==> config.mk <==
export PLATFORM = sky130hd
export DESIGN_NAME = song_sequencer
export DESIGN_NICKNAME = d
export VERILOG_FILES = /design/src/rtl/song_sequencer.sv
export SDC_FILE = /design/constraint.sdc
export NUM_CORES = 1
export LEC_CHECK = 0
export CAP_MARGIN = 20
export CORE_ASPECT_RATIO = 1.2
export CORE_MARGIN = 1
export CORE_UTILIZATION = 46
export DETAILED_ROUTE_END_ITERATION = 10
export HOLD_SLACK_MARGIN = 0.12
export PLACE_DENSITY = 0.76
export SYNTH_ARGS = -nofsm -noshare
export SYNTH_HDL_FRONTEND = slang
export SYNTH_SLANG_ARGS = --single-unit
==> constraint.sdc <==
create_clock -name clk -period 1.8 [get_ports clk]
set_input_delay 0.36 -clock clk [delete_from_list [all_inputs] [get_ports clk]]
set_output_delay 0.36 -clock clk [all_outputs]
set_load 0.01 [all_outputs]
==> src/rtl/song_sequencer.sv <==
// Song reader: walks a selected song in an external synchronous note ROM and presents one {note, duration} pair per note_done.
// Optional looping at end of song when SONG_SEQUENCER_LOOP_EN is defined (adds the loop input).
module song_sequencer #(
  parameter int NOTE_W    = 6,
  parameter int DUR_W     = 6,
  parameter int SONG_BITS = 2,
  parameter int IDX_BITS  = 5
) (
  input  logic                          clk,
  input  logic                          reset,
  input  logic                          play,
  input  logic [SONG_BITS-1:0]          song,
  input  logic                          restart,
  input  logic                          note_done,
`ifdef SONG_SEQUENCER_LOOP_EN
  input  logic                          loop,
`endif
  output logic [SONG_BITS+IDX_BITS-1:0] rom_addr,
  input  logic [NOTE_W+DUR_W-1:0]       rom_data,
  output logic [NOTE_W-1:0]             note,
  output logic [DUR_W-1:0]              duration,
  output logic                          new_note,
  output logic [IDX_BITS-1:0]           note_index,
  output logic                          song_done
);

  typedef enum logic [2:0] {IDLE, FETCH, LOAD, WAIT, DONE} state_t;

  state_t               state, state_d;
  logic [IDX_BITS-1:0]  idx, idx_d;
  logic [SONG_BITS-1:0] song_latched, song_latched_d;
  logic [NOTE_W-1:0]    note_d;
  logic [DUR_W-1:0]     duration_d;
  logic [IDX_BITS-1:0]  note_index_d;
  logic                 new_note_d;
  logic                 song_done_d;
  logic                 loop_pulse, loop_pulse_d;
  logic                 end_hit;
  logic                 loop_on;

  logic [NOTE_W-1:0]    rom_note;
  logic [DUR_W-1:0]     rom_dur;

`ifdef SONG_SEQUENCER_LOOP_EN
  assign loop_on = loop;
`else
  assign loop_on = 1'b0;
`endif

  assign rom_addr = {song_latched, idx};
  assign rom_note = rom_data[NOTE_W+DUR_W-1:DUR_W];
  assign rom_dur  = rom_data[DUR_W-1:0];

  always_comb begin
    state_d        = state;
    idx_d          = idx;
    song_latched_d = song_latched;
    note_d         = note;
    duration_d     = duration;
    note_index_d   = note_index;
    new_note_d     = 1'b0;
    loop_pulse_d   = 1'b0;
    // A loop-wrap song_done is a single-cycle pulse, even while paused.
    song_done_d    = loop_pulse ? 1'b0 : song_done;
    end_hit        = 1'b0;

    if (play) begin
      if (state == IDLE) begin
        song_latched_d = song;
        idx_d          = '0;
        state_d        = FETCH;
      end else if (song != song_latched) begin
        song_latched_d = song;
        idx_d          = '0;
        song_done_d    = 1'b0;
        state_d        = FETCH;
      end else if (restart) begin
        idx_d       = '0;
        song_done_d = 1'b0;
        state_d     = FETCH;
      end else begin
        case (state)
          FETCH: state_d = LOAD;
          LOAD: begin
            if (rom_dur == '0) begin
              end_hit = 1'b1;
            end else begin
              note_d       = rom_note;
              duration_d   = rom_dur;
              note_index_d = idx;
              new_note_d   = 1'b1;
              state_d      = WAIT;
            end
          end
          WAIT: begin
            if (note_done) begin
              if (idx == {IDX_BITS{1'b1}}) begin
                end_hit = 1'b1;
              end else begin
                idx_d   = idx + 1'b1;
                state_d = FETCH;
              end
            end
          end
          default: ;
        endcase
      end

      if (end_hit) begin
        if (loop_on) begin
          idx_d        = '0;
          state_d      = FETCH;
          song_done_d  = 1'b1;
          loop_pulse_d = 1'b1;
        end else begin
          song_done_d = 1'b1;
          state_d     = DONE;
        end
      end
    end
  end

  always_ff @(posedge clk) begin
    if (reset) begin
      state        <= IDLE;
      idx          <= '0;
      song_latched <= '0;
      note         <= '0;
      duration     <= '0;
      note_index   <= '0;
      new_note     <= 1'b0;
      song_done    <= 1'b0;
      loop_pulse   <= 1'b0;
    end else begin
      state        <= state_d;
      idx          <= idx_d;
      song_latched <= song_latched_d;
      note         <= note_d;
      duration     <= duration_d;
      note_index   <= note_index_d;
      new_note     <= new_note_d;
      song_done    <= song_done_d;
      loop_pulse   <= loop_pulse_d;
    end
  end

endmodule

==> results of run 1 <==
-- synth_stat cells, types with 2 or more instances --
cell,count,area [µm²]
nand4_1,3,18.8
or3_1,2,12.5
nand3_1,19,95.1
buf_2,5,25.0
xor2_1,3,26.3
nand4b_1,2,17.5
nor3_1,3,15.0
clkbuf_1,5,18.8
nand2b_1,2,12.5
nand3b_1,2,15.0
inv_1,3,11.3
a21oi_2,9,78.8
ha_1,2,25.0
nand2_1,6,22.5
nor2_1,4,15.0
o21ai_2,9,78.8
mux2i_1,2,20.0
dfxtp_1,29,581
nor2b_1,2,12.5
a31oi_1,4,25.0
a21oi_1,11,55.1
o21a_1,2,15.0
buf_12,2,40.0
o21ai_0,12,60.1
o32ai_1,2,17.5
-- final cells by class --
cell class                      instances  area [µm²]  area share [%]
Tap cell                               36        45.0            2.09
Inverter                                3        11.3           0.521
Timing Repair Buffer                   65         639            29.6
Clock buffer                            8        48.8            2.26
Sequential cell                        29         582            26.9
Multi-Input combinational cell        119         833            38.6
-- worst paths after layout --
path	to	depth (start not counted)	slack, ns
setup reg to reg	idx[2]$_SDFFE_PP0P_	6	0.08
hold reg to reg	note_index[2]$_SDFFE_PP0P_	2	0.46
setup / recovery	duration[3]$_SDFFE_PP0P_	6	0.04
hold / removal	note_index[2]$_SDFFE_PP0P_	2	0.46
-- through the flow --
stage	hold WS, ns	setup WS (ns)
2_1_floorplan	0.490	0.172
4_1_cts	0.466	0.0363
3_3_place_gp	0.454	-0.292
6_report	0.464	0.0383
3_5_place_dp	0.453	-0.351
5_1_grt	0.486	0.00326
-- worst register-to-register path, stage by stage (launching register included) --
cell	delay (ns)
dfxtp_1	0.33
ha_1	0.21
and3_1	0.19
ha_1	0.25
nand3b_1	0.21
or3_1	0.32
o32ai_1	0.12
-- what timing repair did --
action / 4_1_cts / 5_1_grt
setup endpoints to repair: 1 / 3
pin swaps: 0 / 3
hold buffers: 0 / 0
resized for setup: 1 / 2
-- power by group --
part | internal, mW | switching [mW]
clock network | 0.155 | 0.227
logic | 0.0937 | 0.0829
registers | 0.646 | 0.00729
total | 0.895 | 0.317
-- sequential cells by signal, indices dropped and copies added, names as in the netlist --
signal	count
duration	6
idx	5
new_note	1
note	6
note_index	5
song_done	1
song_latched	2
state	3
-- cells by family after synthesis --
group,Yosys count
AND/OR/NAND/NOR,55
adder cells (fa/ha/maj),2
AO/OA/AOI/OAI,57
multiplexers,2
buffers and inverters,16
flip-flops,29
XOR/XNOR,3
-- routing by layer --
metal | vias to the layer above | routed length, µm
met5 | - | 0
met4 | 0 | 67
met3 | 7 | 188
met2 | 50 | 2110
met1 | 730 | 1550
li1 | 731 | -
==> results.toml, run 1 <==
[grt]
met2_usage_pct = 43.8
busiest_layer = "met2"
use_met3_pct = 9.39
grt_max_degree = 18
grt_use_met1_pct = 29.5
grt_pass1_vias = 1456
grt_pass1_wl_um = 6580
overflow = 0
antenna_found_initial = 0
grtUsageTotal_pct = 26.2

[cells_and_area]
utilization_pct = 69.4
layout_common_cells = "44 x clkdlybuf4s50_1, 28 x dfxtp_1, 19 x nand3_1"
diodes = 0
drive_above_1_share_pct = 24.1
final_cell_area_um2 = 2160
layout_commonest_cell = "clkdlybuf4s50_1"
syn_to_final_growth_pct = 42.6
n_fill_cell = 263
layout.nets = 244
fin_cells = 260

[clocking]
cts.clk_slew.worst_paths_ns = 0.09
cts_tree = "done"
post-cts-setup-buffers = 0
cts_buffers = 5
insertion_delay_ns = 0.34
ctsLongestPathBuffers = 2
ctsRootBufferMaster = "clkbuf_4"
clkSinkCount = 29
htreeDepth = 2

[floorplan]
core_area_um2 = 3110
dieArea_um2 = 3530
io_pins = 45
dieHeight_um = 64.8
row_count = 22
die_w_um = 54.4
start_util_pct = 48.7

[power_and_ir_drop]
p_total_mw = 1.21
leakagePower_nw = 0.728
powerDensity_nw_per_um2 = 561
irDropWorstVdd_v = 0.000443

[sta]
setup_violations = 0
rsz0062_at_grt = "false"
fmax_ghz = 0.568
relSlewSlack_pct = 78.1
tightest_slew_ns = 0.327
min_period_ns = 1.76
tns_ns = 0
hold_viol = 0
drv_slew = 0
period_share_pct = 97.9
fin_skew_ns = 0.00854

[drt]
firstDrtPassIters = 4
via_count = 1518
drc = 0
ant_nets = 0
initialDrtViolationCount = 42
totalWireLength_um = 3910
wl_per_cell_um = 15.1
vias_per_cell = 5.84

[placement]
placed_cells = 252
dp_hpwl_um = 2950
gp_congestion = 0.839
io_buffers = 44
postPlaceCellArea_um2 = 2100

[synth]
synth_edf_count = 0
synth-main-ff-cell = "dfxtp_1"
synth_xor_xnor_area_share_pct = 1.74
ys_types = 44
synth_compound_area_share_pct = 27.3
yosys_warnings = 0
synth_seq_cells = 29
syn_nets = 185
synth_fa_ha_area_share_pct = 1.65
synth-seq-area-share_pct = 38.3
syn_area_per_cell_um2 = 9.23
synth_top_family_by_area = "compound AO/OA/AOI/OAI gates"
synth_mux_area_share_pct = 1.32
netlist_area_um2 = 1510
synthArstFlopShare_pct = 0
synthSimpleGateAreaFrac_pct = 22.6
synthCells = 164

[worst_setup_path]
crit_family = "simple AND/OR/NAND/NOR gates"
arrival_ns = 2.01
cp-startpoint = "rom_data[2]"
slowest_stage = "or4_4"
cpPeakStageDelay_ns = 0.58
crit_buf_inv = 2
crit_path_end_kind = "register"
cp_max_fo = 4
crit_type = "input pin to register"
start_kind = "input pin"
critPathRequiredTime_ns = 2.05
rr_startpoint = "idx[0]$_SDFFE_PP0P_"
path_cells = "clkdlybuf4s50_1, or4_4, o21ai_4, buf_4, o21ai_0, a21oi_1"

[min_path]
hold_path_class = "register to register"
hold_start = "note_index[2]$_SDFFE_PP0P_"

[run_status]
status = "finished, final reports clean"

[flow_run]
cap_violations = 0
Power figures use the tool's default switching activity.
==> inputs of run 2 (changes only) <==
- CORE_UTILIZATION: 46 -> 50
- PLACE_DENSITY: 0.76 -> 0.82
- SETUP_SLACK_MARGIN: default -> 0.15
- clock period: 1.8 -> 2.1 ns (I/O delays scaled with it)
==> run 2 against run 1 <==
Global-route usage is essentially flat. Largest cell class unchanged. Largest power group unchanged. Clock-buffer cell count decreased by 1. Critical path type unchanged. Critical endpoint is now note[0]$_SDFFE_PP0P_. Sequential share of layout area increased by 0.81 points.
==> results.toml, run 2 (synthesis results as in run 1) <==
[worst_setup_path]
start_kind = "input pin"
crit_buf_inv = 1
critPathRequiredTime_ns = 2.32
cpPeakStageDelay_ns = 0.58
crit_family = "simple AND/OR/NAND/NOR gates"
arrival_ns = 2.07
cp_max_fo = 15
r2r-end = "idx[2]$_SDFFE_PP0P_"
path_cells = "clkdlybuf4s50_1, or4_4, o21a_1, nand3_1, a21oi_1"
crit_type = "input pin to register"
crit_path_end_kind = "register"
rrSetupSlack_ns = 0.35
reg2reg_depth = 6
slowest_stage = "or4_4"
rr_startpoint = "idx[0]$_SDFFE_PP0P_"

[grt]
grt_pass1_vias = 1468
grt_max_degree = 18
grt_pass1_wl_um = 6390
antenna_found_initial = 0
overflow = 0
grtUsageTotal_pct = 26.2

[sta]
whs_ns = 0.471
relSlewSlack_pct = 65.2
min_period_ns = 1.85
hold_viol = 0
rsz0062_at_grt = "false"
fmax_ghz = 0.541
drv_slew = 0
tightest_slew_ns = 0.523
period_share_pct = 88.0
setup_violations = 0
fin_skew_ns = 0.00954

[clocking]
hold_buffers = 0
cts_buffers = 5
ctsLongestPathBuffers = 2
htreeDepth = 2
cts.clk_slew.worst_paths_ns = 0.09
cts_tree = "done"
clkSinkCount = 29
post_cts_resized = 0
post-cts-setup-buffers = 0
insertion_delay_ns = 0.34
ctsRootBufferMaster = "clkbuf_4"

[min_path]
min_path_cells = 2
hold_start = "note_index[0]$_SDFFE_PP0P_"
whs_endpoint = "note_index[0]$_SDFFE_PP0P_"
hold_path_class = "register to register"

[cells_and_area]
syn_to_final_growth_pct = 38.2
reg.largest.list = "duration (6), note (6)"
multi_input_area_um2 = 832
diodes = 0
fin_cells = 249
layout_commonest_cell = "clkdlybuf4s50_1"
utilization_pct = 73.7
drive_above_1_share_pct = 21.4
register_area_um2 = 581
layout.nets = 235
n_fill_cell = 220
layout_common_cells = "44 x clkdlybuf4s50_1, 29 x dfxtp_1, 19 x nand3_1"

[power_and_ir_drop]
leakagePower_nw = 0.692
powerDensity_nw_per_um2 = 521
irDropWorstVdd_v = 0.000592

[placement]
placed_cells = 241
gp_congestion = 0.877
dp_hpwl_um = 2810
io_buffers = 44

[floorplan]
dieArea_um2 = 3250
row_count = 21
core_area_um2 = 2840
start_util_pct = 53.4
io_pins = 45
die_w_um = 52.2
dieHeight_um = 62.3

[drt]
vias_per_cell = 5.90
initialDrtViolationCount = 34
totalWireLength_um = 3740
firstDrtPassIters = 4
drc = 0
ant_nets = 0
via_count = 1470
wl_per_cell_um = 15.0

[flow_run]
cap_violations = 0

[run_status]
status = "finished, final reports clean"
[run 2: routing by layer]
metal | global-route usage [%] | part of all wire, % | vias to the layer above
li1 | - | - | 713
met4 | 12.2 | 2.3 | 0
met5 | 0 | 0 | -
met2 | 47.8 | 55 | 44
met1 | 26.1 | 39 | 702
met3 | 7.35 | 4.2 | 11
[run 2: metrics by stage]
stage	instance area [µm²]	setup TNS [ns]	setup WS (ns)	total power, mW
after detailed placement	2020	-1.14	-0.0869	0.709
after global placement	2020	-0.796	-0.0566	0.706
after global routing	2090	0	0.187	1.13
after floorplan	1510	0	0.421	0.644
after CTS	2090	0	0.273	1.10
final	2090	0	0.252	1.09
[run 2: worst register-to-register path, cell delays in order (launching register included)]
cell and delay, ns:
dfxtp_1 0.38, ha_1 0.23, and3_1 0.18, ha_1 0.23, nand3b_1 0.19, or3_1 0.31
o32ai_1 0.12
[run 2: worst max path at each step]
| stage | start | to | slack (ns) | cells past startpoint |
|---|---|---|---|---|
| after global routing | rom_data[2] | note[4]$_SDFFE_PP0P_ | 0.19 | 5 |
| after global placement | rom_data[2] | note_index[3]$_SDFFE_PP0P_ | -0.06 | 5 |
| after detailed placement | rom_data[2] | note_index[2]$_SDFFE_PP0P_ | -0.09 | 5 |
| after floorplan | rom_data[2] | note_index[0]$_SDFFE_PP0P_ | 0.42 | 5 |
| after CTS | rom_data[3] | note[0]$_SDFFE_PP0P_ | 0.27 | 5 |
| final | rom_data[2] | note[0]$_SDFFE_PP0P_ | 0.25 | 5 |
[run 2: cell type report]
type	count	share of cell area [%]
Sequential cell	29	27.8
Timing Repair Buffer	56	26.6
Clock inverter	1	0.239
Multi-Input combinational cell	119	39.8
Tap cell	34	2.03
Inverter	3	0.538
Clock buffer	7	3.11
[run 2: report_power, final]
group / leakage [nW] / switching (mW) / internal [mW]
combinational: 0.417 / 0.0680 / 0.0696
clock: 0.0413 / 0.200 / 0.194
sequential: 0.234 / 0.00584 / 0.554
